**src/rtl/sram_like_arbiter.sv**
```systemverilog
// sram_like_arbiter
//
// Arbitrates NUM_M SRAM-like masters onto one SRAM-like slave. A round-robin
// winner is latched in IDLE, its request is presented to the slave in ADDR, and
// accepted masters are queued in an order FIFO so returned data is routed back
// to the master that issued the oldest outstanding transaction.
//
// Ports
//   clk, rst                 clock, asynchronous active-high reset
//   m_req/m_wr               per-master request and write flag
//   m_size/m_addr/m_wdata    per-master size, address and write data (slice i = master i)
//   m_addr_ok/m_data_ok      per-master address-accepted / data-returned pulses
//   m_rdata                  read data broadcast to all masters
//   s_req/s_wr/s_size/s_addr/s_wdata  slave request fields
//   s_addr_ok/s_data_ok/s_rdata       slave responses
//   outstanding              accepted transactions awaiting data
//   err                      sticky protocol error (abandoned request or stray data_ok)
module sram_like_arbiter #(
  parameter int unsigned NUM_M  = 2,
  parameter int unsigned ADDR_W = 32,
  parameter int unsigned DATA_W = 32,
  parameter int unsigned DEPTH  = 4
) (
  input  logic                       clk,
  input  logic                       rst,
  input  logic [NUM_M-1:0]           m_req,
  input  logic [NUM_M-1:0]           m_wr,
  input  logic [2*NUM_M-1:0]         m_size,
  input  logic [ADDR_W*NUM_M-1:0]    m_addr,
  input  logic [DATA_W*NUM_M-1:0]    m_wdata,
  output logic [NUM_M-1:0]           m_addr_ok,
  output logic [NUM_M-1:0]           m_data_ok,
  output logic [DATA_W-1:0]          m_rdata,
  output logic                       s_req,
  output logic                       s_wr,
  output logic [1:0]                 s_size,
  output logic [ADDR_W-1:0]          s_addr,
  output logic [DATA_W-1:0]          s_wdata,
  input  logic                       s_addr_ok,
  input  logic                       s_data_ok,
  input  logic [DATA_W-1:0]          s_rdata,
  output logic [$clog2(DEPTH):0]     outstanding,
  output logic                       err
);

  localparam int unsigned IdxW = $clog2(NUM_M);
  localparam int unsigned PtrW = $clog2(DEPTH);
  localparam int unsigned CntW = PtrW + 1;

  typedef enum logic [0:0] {StIdle, StAddr} state_e;

  state_e            state_q, state_d;
  logic [IdxW-1:0]   grant_q, grant_d;
  logic [IdxW-1:0]   rr_ptr_q, rr_ptr_d;
  logic [PtrW-1:0]   wr_ptr_q, rd_ptr_q;
  logic [CntW-1:0]   count_q, count_d;
  logic              err_q, err_d;
  logic [IdxW-1:0]   fifo_q [DEPTH];

  logic              win_valid;
  logic [IdxW-1:0]   win_idx;
  logic              full;
  logic              push, pop, abort, spurious;
  logic [IdxW-1:0]   head;
  int unsigned       g;

  assign full     = (count_q == CntW'(DEPTH));
  assign head     = fifo_q[rd_ptr_q];
  assign pop      = s_data_ok && (count_q != '0);
  assign spurious = s_data_ok && (count_q == '0);
  assign g        = 32'(grant_q);

  // First requester at or above rr_ptr, wrapping modulo NUM_M.
  always_comb begin
    int unsigned sum;
    logic [IdxW-1:0] cand;
    win_valid = 1'b0;
    win_idx   = '0;
    sum       = 0;
    cand      = '0;
    for (int unsigned k = 0; k < NUM_M; k++) begin
      sum  = 32'(rr_ptr_q) + k;
      cand = IdxW'(sum % NUM_M);
      if (!win_valid && m_req[cand]) begin
        win_valid = 1'b1;
        win_idx   = cand;
      end
    end
  end

  always_comb begin
    state_d   = state_q;
    grant_d   = grant_q;
    rr_ptr_d  = rr_ptr_q;
    push      = 1'b0;
    abort     = 1'b0;
    m_addr_ok = '0;
    s_req     = 1'b0;
    s_wr      = 1'b0;
    s_size    = '0;
    s_addr    = '0;
    s_wdata   = '0;
    unique case (state_q)
      StIdle: begin
        // Full check uses the registered count: a same-cycle pop does not free a slot.
        if (win_valid && !full) begin
          grant_d = win_idx;
          state_d = StAddr;
        end
      end
      StAddr: begin
        s_req   = 1'b1;
        s_wr    = m_wr[grant_q];
        s_size  = m_size[2*g +: 2];
        s_addr  = m_addr[g*ADDR_W +: ADDR_W];
        s_wdata = m_wdata[g*DATA_W +: DATA_W];
        if (!m_req[grant_q]) begin
          // Master withdrew before acceptance: drop it and flag the violation.
          abort   = 1'b1;
          state_d = StIdle;
        end else if (s_addr_ok) begin
          m_addr_ok[grant_q] = 1'b1;
          push     = 1'b1;
          rr_ptr_d = (g == NUM_M - 1) ? '0 : grant_q + 1'b1;
          state_d  = StIdle;
        end
      end
      default: state_d = StIdle;
    endcase
  end

  always_comb begin
    m_data_ok = '0;
    if (pop) m_data_ok[head] = 1'b1;
  end

  always_comb begin
    unique case ({push, pop})
      2'b10:   count_d = count_q + 1'b1;
      2'b01:   count_d = count_q - 1'b1;
      default: count_d = count_q;
    endcase
  end

  assign err_d       = err_q | abort | spurious;
  assign m_rdata     = s_rdata;
  assign outstanding = count_q;
  assign err         = err_q;

  always_ff @(posedge clk or posedge rst) begin
    if (rst) begin
      state_q  <= StIdle;
      grant_q  <= '0;
      rr_ptr_q <= '0;
      wr_ptr_q <= '0;
      rd_ptr_q <= '0;
      count_q  <= '0;
      err_q    <= 1'b0;
    end else begin
      state_q  <= state_d;
      grant_q  <= grant_d;
      rr_ptr_q <= rr_ptr_d;
      count_q  <= count_d;
      err_q    <= err_d;
      if (push) wr_ptr_q <= wr_ptr_q + 1'b1;
      if (pop)  rd_ptr_q <= rd_ptr_q + 1'b1;
    end
  end

  // Storage only; validity is tracked by the pointers and count.
  always_ff @(posedge clk) begin
    if (push) fifo_q[wr_ptr_q] <= grant_q;
  end

endmodule

```
**config.mk**
```make
export PLATFORM = sky130hd
export DESIGN_NAME = sram_like_arbiter
export DESIGN_NICKNAME = d
export VERILOG_FILES = /design/src/rtl/sram_like_arbiter.sv
export SDC_FILE = /design/constraint.sdc
export NUM_CORES = 1
export LEC_CHECK = 0
export BUFFER_PORTS_ARGS = -buffer_cell sky130_fd_sc_hd__buf_2
export CAP_MARGIN = 15
export CORE_AREA = 2 2 109 111
export CTS_BUF_LIST = sky130_fd_sc_hd__clkbuf_8
export CTS_CLUSTER_SIZE = 10
export DETAILED_ROUTE_END_ITERATION = 10
export DIE_AREA = 0 0 111 113
export GPL_TIMING_DRIVEN = 1
export PLACE_DENSITY = 0.53
export SLEW_MARGIN = 20
export SYNTH_ARGS = -nofsm -noshare
export SYNTH_HDL_FRONTEND = slang
export SYNTH_SLANG_ARGS = --single-unit
```
**constraint.sdc**
```tcl
create_clock -name clk -period 2.45 [get_ports clk]
set_clock_uncertainty 0.05 [all_clocks]
set_input_delay 0.1225 -clock clk [delete_from_list [all_inputs] [get_ports clk]]
set_output_delay 0.1225 -clock clk [all_outputs]
set_load 0.02 [all_outputs]
```
Word level (Yosys, flattened, before mapping)
Memories as Yosys holds them, arrays and structs flattened.
Cells that the tools add are included.
{ "totals": {"reg_bits": 11, "ram_bits": 4, "input_bits": 172, "out_inout_bits": 108, "word_cells": 80, "memories": 1} }
{ "mem_list": {"columns": ["memory", "depth", "width", "rd", "rd_ports_with_merged_regs", "write_ports", "line_no", "text"], "rows": [
  ["fifo_q", 4, 1, 1, 0, 1, "58", "logic [IdxW-1:0] fifo_q [DEPTH];"]
]} }
{ "classes": {"addsub": 6, "order_cmp": 6, "eq_ne": 3, "shift": 3, "muxes": 38, "bitwise": 3, "reduce_logical": 13} }
{ "op_table": {"columns": ["cell", "count"], "rows": [
  ["$shiftx A64 B7 Y32", 2],
  ["$mux W32", 2],
  ["$mux W1", 27],
  ["$mux W2", 5],
  ["$lt A1 B2 Y1 const B", 4],
  ["$logic_and A1 B1 Y1", 6],
  ["$pmux W3 S2", 1],
  ["$add A2 B1 Y2 const B", 2],
  ["$shiftx A4 B3 Y2", 1],
  ["$add A3 B1 Y3 const B", 1],
  ["$eq A3 B3 Y1 const B", 1],
  ["$logic_not A3 Y1", 1],
  ["$reduce_and A3 Y1", 1],
  ["$reduce_bool A3 Y1", 1],
  ["$sub A3 B1 Y3 const B", 1],
  ["$add A1 B1 Y1 const B", 2],
  ["$demux W1 S1", 2],
  ["$eq A2 B1 Y1 const B", 1],
  ["$eq A2 B2 Y1 const B", 1],
  ["$ge A1 B1 Y1 const B", 2],
  ["$logic_not A1 Y1", 2],
  ["$or A1 B1 Y1", 2],
  ["$pmux W1 S2", 1],
  ["$reduce_and A2 Y1", 1],
  ["2 further kinds", 2]
]} }

Depth between registers and ports, before layout
{ "depth": {"depth_word": 9, "depth_mapped": 10, "mapped_depth_nobuf": 9} }

Least setup slack after synthesis
OpenSTA, ideal clock, no wires.
{ "synth_path": {"path_type": "register to register", "from": "register grant_q", "to": "register count_q[2] (netlist: outstanding[2])", "setup_time_ns": 0.080, "arrival_ns": 1.886, "required_ns": 2.320, "path_slack_ns": 0.435, "stages_incl_launch_ff": 11, "n_path_buf": 1, "synth_period_minus_slack_ns": 2.015, "cell_sequence": "dfrtp_1 buf_6 mux2i_2 nor2_4 inv_1 ha_1 inv_1 fa_1 xor2_1 nor2_1 xor2_1"} }
{ "synth_via": {"elab_chain_len": 6, "elab_cells_between_ends": 8, "classes_between": "eq/ne: 2; mux: 5; reduce/logical: 1"} }
{ "synth_rtl": {"columns": ["element", "line_no", "text"], "rows": [
  ["start: declaration", "53", "logic [IdxW-1:0] grant_q, grant_d;"],
  ["start signal: assignment", "161", "grant_q <= grant_d;"],
  ["$mux W1 (not written as such) * (2 in series)", "117", "if (!m_req[grant_q]) begin"],
  ["$mux W1 *", "117", null],
  ["$mux W1 *", "103", "unique case (state_q)"],
  ["$eq A2 B1 Y1 / $eq A2 B2 Y1 (equally long branches)", "138", "unique case ({push, pop})"],
  ["$pmux W3 S2 / $reduce_bool A2 Y1 (equally long branches)", null, null],
  ["end signal: assignment", "163", "count_q <= count_d;"],
  ["end: declaration", "56", "logic [CntW-1:0] count_q, count_d;"]
]} }
Every way passes the cells marked *; elsewhere a longest branch is shown, timed or not. The select of a mux whose other input is x is not followed.
A chain may end at the register's enable or synchronous reset.

Worst setup path after layout
Same ends and word-level chain as after synthesis.

==> summary.md <==
| Metric | Value |
|---|---|
| Status | `complete, no violations` |
| Mapped Area | `2225 um^2` |
| Die Y | `113 um` |
| PD cells | `1099 nW/um^2` |
| Routed wire length | `just over 7000 um` |
| DRC | `0` |
| Synth Net Count | `426` |
| Die area | `12540 um^2` |
| CTS tree | `yes` |
| Layout cells sized above 1 | `between 50% and 60%` |
| Worst-Skew Late Latency | `240 ps` |
| FP Rows | `39` |
| Reg clk slew, reported paths | `60 ps` |
| Fin crit share | `between 80 and 90%` |
| # port buffers | `between 200 and 250` |
| # H-tree levels | `1` |
| Finish-stage setup viols | `0` |
| Slowest cell on the critical path | `dfrtp_4` |
| Core ar. | `11270 um^2` |
| Largest net degree at the start of global routing | `77` |
| TritonCTS Buffers | `3` |
| Lkg Pwr | `1.833 nW` |
| Net Sw Frac | `52.40%` |
| CP max stage delay | `500 ps` |
| Post-synth top area share | `approximately 30%` |
| Slew @ Worst Pin | `~560 ps` |
| Async S/R FF share, synth | `73.33%` |
| Combinational share of power | `81.2%` |
| #FFs+latches synth | `15` |
| Post-CTS Setup Bufs | `0` |
| Via count | `about 2300` |
| Max-slew violation count | `0` |
| Antenna-violating nets left | `0` |
| DRT Pass-1 Iters | `4` |
| Register area share after synthesis | `17.77%` |
| Number of synthesized flops with an enable pin | `4` |
| Setup crit start kind | `flop` |
| Die W | `111 um` |
| Tot GR Track Use | `10.40%` |
| Cells after Synth | `248` |
| Yosys cell types | `31` |
| Initial Util | `19.74%` |
| Peak VDD IR | `0.8436 mV` |
| Dpl hpwl | `slightly above 6000 um` |
| First-pass GRT wire length | `10900 um` |
| Flop pwr share | `13.1%` |
| WL/cell | `12.77 um` |
| Power share of the clock group | `5.7%` |
| I/O pin cnt | `280` |
| DR vias/cell | `4.005` |
| Final TNS setup | `0 ps` |
| Synth warn | `0` |
| Critical path type | `flop to flop` |
| Initial antenna violation count | `0` |
| Syn_area_per_cell | `8.970 um^2` |
| Diode count | `0` |
| RSZ-0062 raised after global routing | `false` |
| Arrival time at the worst endpoint | `2210 ps` |
| Area Growth Syn to Fin | `45.33%` |
| Most used flip-flop cell after synthesis | `dfrtp_1` |
| Min cycle time layout | `2095 ps` |
| Cell chosen for the clock root | `clkbuf_8` |
| Vias in the first global route | `2211` |
| Critical Path End Type | `flop` |
| Post-synth top cells | `68 x mux2i_1, 68 x nor2b_1, 39 x buf_4, 11 x dfrtp_1, 8 x inv_1` |
| Final Core Density | `28.68%` |
| Fin nets | `601` |
| Switching pwr | `between 1.5 and 2 mW` |
| Worst endpoint required time | `2570 ps` |
| Gpl congestion | `0.7646` |
| Highest Clock Rate | `approximately 480 MHz` |
| Max-Cap Viols | `0` |
| CP Max Fanout | `7` |
| Remaining Overflow, GRT | `0` |
| Worst Hold Class | `input pin to flop` |
| Drt first-iter violations | `57` |
| Cell Chain, Critical Path | `mux2i_2 > nor2_4 > inv_1 > ha_1 > inv_1 > fa_1 > xor2_1 > nor2_1 > xor2_1` |
| Largest cells by area after synthesis | `mux2i_1 31%, nor2b_1 19%, buf_4 13%, dfrtp_1 12%, edfxtp_1 5.4%` |
| Slew headroom | `62.44%` |
| Clock buffer depth | `2` |
| Largest area contributor in the netlist | `mux2i_1` |
| Final hold vios | `0` |
| CTS sink cnt | `15` |
| Cell Int Power | `1.691 mW` |
final timing paths:
path	end	slack, ps	cells after the start	startpoint
max	outstanding[2]$_DFFE_PP0P_	360	9	grant_q$_DFFE_PP0P_
max reg2reg	outstanding[2]$_DFFE_PP0P_	360	9	grant_q$_DFFE_PP0P_
min reg2reg	rd_ptr_q[1]$_DFFE_PP0P_	430	1	rd_ptr_q[1]$_DFFE_PP0P_
min in group asynchronous	outstanding[2]$_DFFE_PP0P_	370	3	rst
min	err$_DFF_PP0_	80	2	s_data_ok
max in group asynchronous	grant_q$_DFFE_PP0P_	1630	3	rst
power by group through the flow:
stage          sequential (mW)  clock (mW)  combinational, mW
2_1_floorplan            0.488           0               2.17
3_3_place_gp             0.463           0               2.89
3_5_place_dp             0.471           0               2.92
4_1_cts                  0.466       0.209               2.93
5_1_grt                  0.484       0.221               3.12
6_report                 0.464       0.202               2.89
cell type report:
type | instances | area, um^2
tap | 143 | 178.9
clock buffer | 3 | 41.29
clock inverter | 1 | 5.005
fill | 1219 | 8039
sequential | 15 | 400.4
inverter | 8 | 30.03
timing repair buffer | 218 | 1114
multi-input combinational | 177 | 1464
per-stage QoR:
stage	power [mW]	cell area (um^2)	std cells	worst slack, ps	hold slack [ps]
floorplan	2.662	2225	248	434.5	-75.06
finish	3.553	3233	565	355.5	83.81
global placement	3.351	3177	560	398.5	86.19
detailed placement	3.395	3177	560	370.8	108.7
global route	3.822	3233	565	203.0	78.52
CTS	3.605	3233	565	357.5	75.04
kinds of logic (layout without fill, tap and decap cells):
kind of cell,count (synthesis),in the layout,share of synthesized area [%]
AND/OR/NAND/NOR,86,86,24.07
adder cells (fa/ha/maj),6,6,3.712
multiplexers,71,71,32.90
buffers and inverters,56,230,16.42
XOR/XNOR,6,6,2.363
AO/OA/AOI/OAI,8,8,2.756
flip-flops,15,15,17.77
critical path: cells and delay by family, from the launching register on:
kind / cells / cell delay [ps]
fa+ha+maj: 2 / 540
flops: 1 / 500
xor+xnor: 2 / 320
mux: 1 / 260
simple gates: 2 / 230
buf+inv: 2 / 120
cells in the final DEF, fill, tap and decap left out:
| cell | count |
|---|---|
| dlygate4sd3_1 | 1 |
| buf_12 | 1 |
| dfrtp_1 | 9 |
| o31a_1 | 1 |
| mux2_4 | 1 |
| buf_2 | 215 |
| a22o_1 | 1 |
| o22ai_1 | 2 |
| clkbuf_8 | 3 |
| a221o_1 | 1 |
| xor2_1 | 3 |
| and2_1 | 5 |
| nor2_4 | 1 |
| mux2i_2 | 1 |
| fa_1 | 1 |
| edfxtp_1 | 4 |
| buf_4 | 1 |
| nand2_1 | 3 |
| nor3b_1 | 2 |
| dfrtp_4 | 1 |
| nand2b_1 | 2 |
| o21ai_0 | 1 |
| nor2b_1 | 68 |
| nor3_1 | 1 |
| clkinv_2 | 1 |
| a21boi_0 | 1 |
| xnor2_1 | 3 |
| inv_1 | 8 |
| nor3b_2 | 1 |
| ha_1 | 5 |
| mux4_2 | 1 |
| a2bb2oi_1 | 1 |
| mux2i_1 | 68 |
| nor2_1 | 3 |
| dfrtp_2 | 1 |
registers in the layout, summed over array words and instances, names as in the netlist:
register / flops
err: 1
fifo_q: 4
grant_q: 1
outstanding: 3
rd_ptr_q: 2
rr_ptr_q: 1
state_q: 1
wr_ptr_q: 2
per-layer routing:
metal,global-route usage [%],wire [um],vias up
met1,12.36,2819,982
met3,2.357,646,0
li1,-,-,1140
met4,1.250,0,0
met2,19.67,3751,141
met5,0,0,-
repair_timing:
item | 4_1_cts | 5_1_grt
hold endpoints to repair | 11 | 0
resized for setup | 0 | 0
hold buffers | 1 | 0
Note: power is estimated with default switching activity, not from simulation.
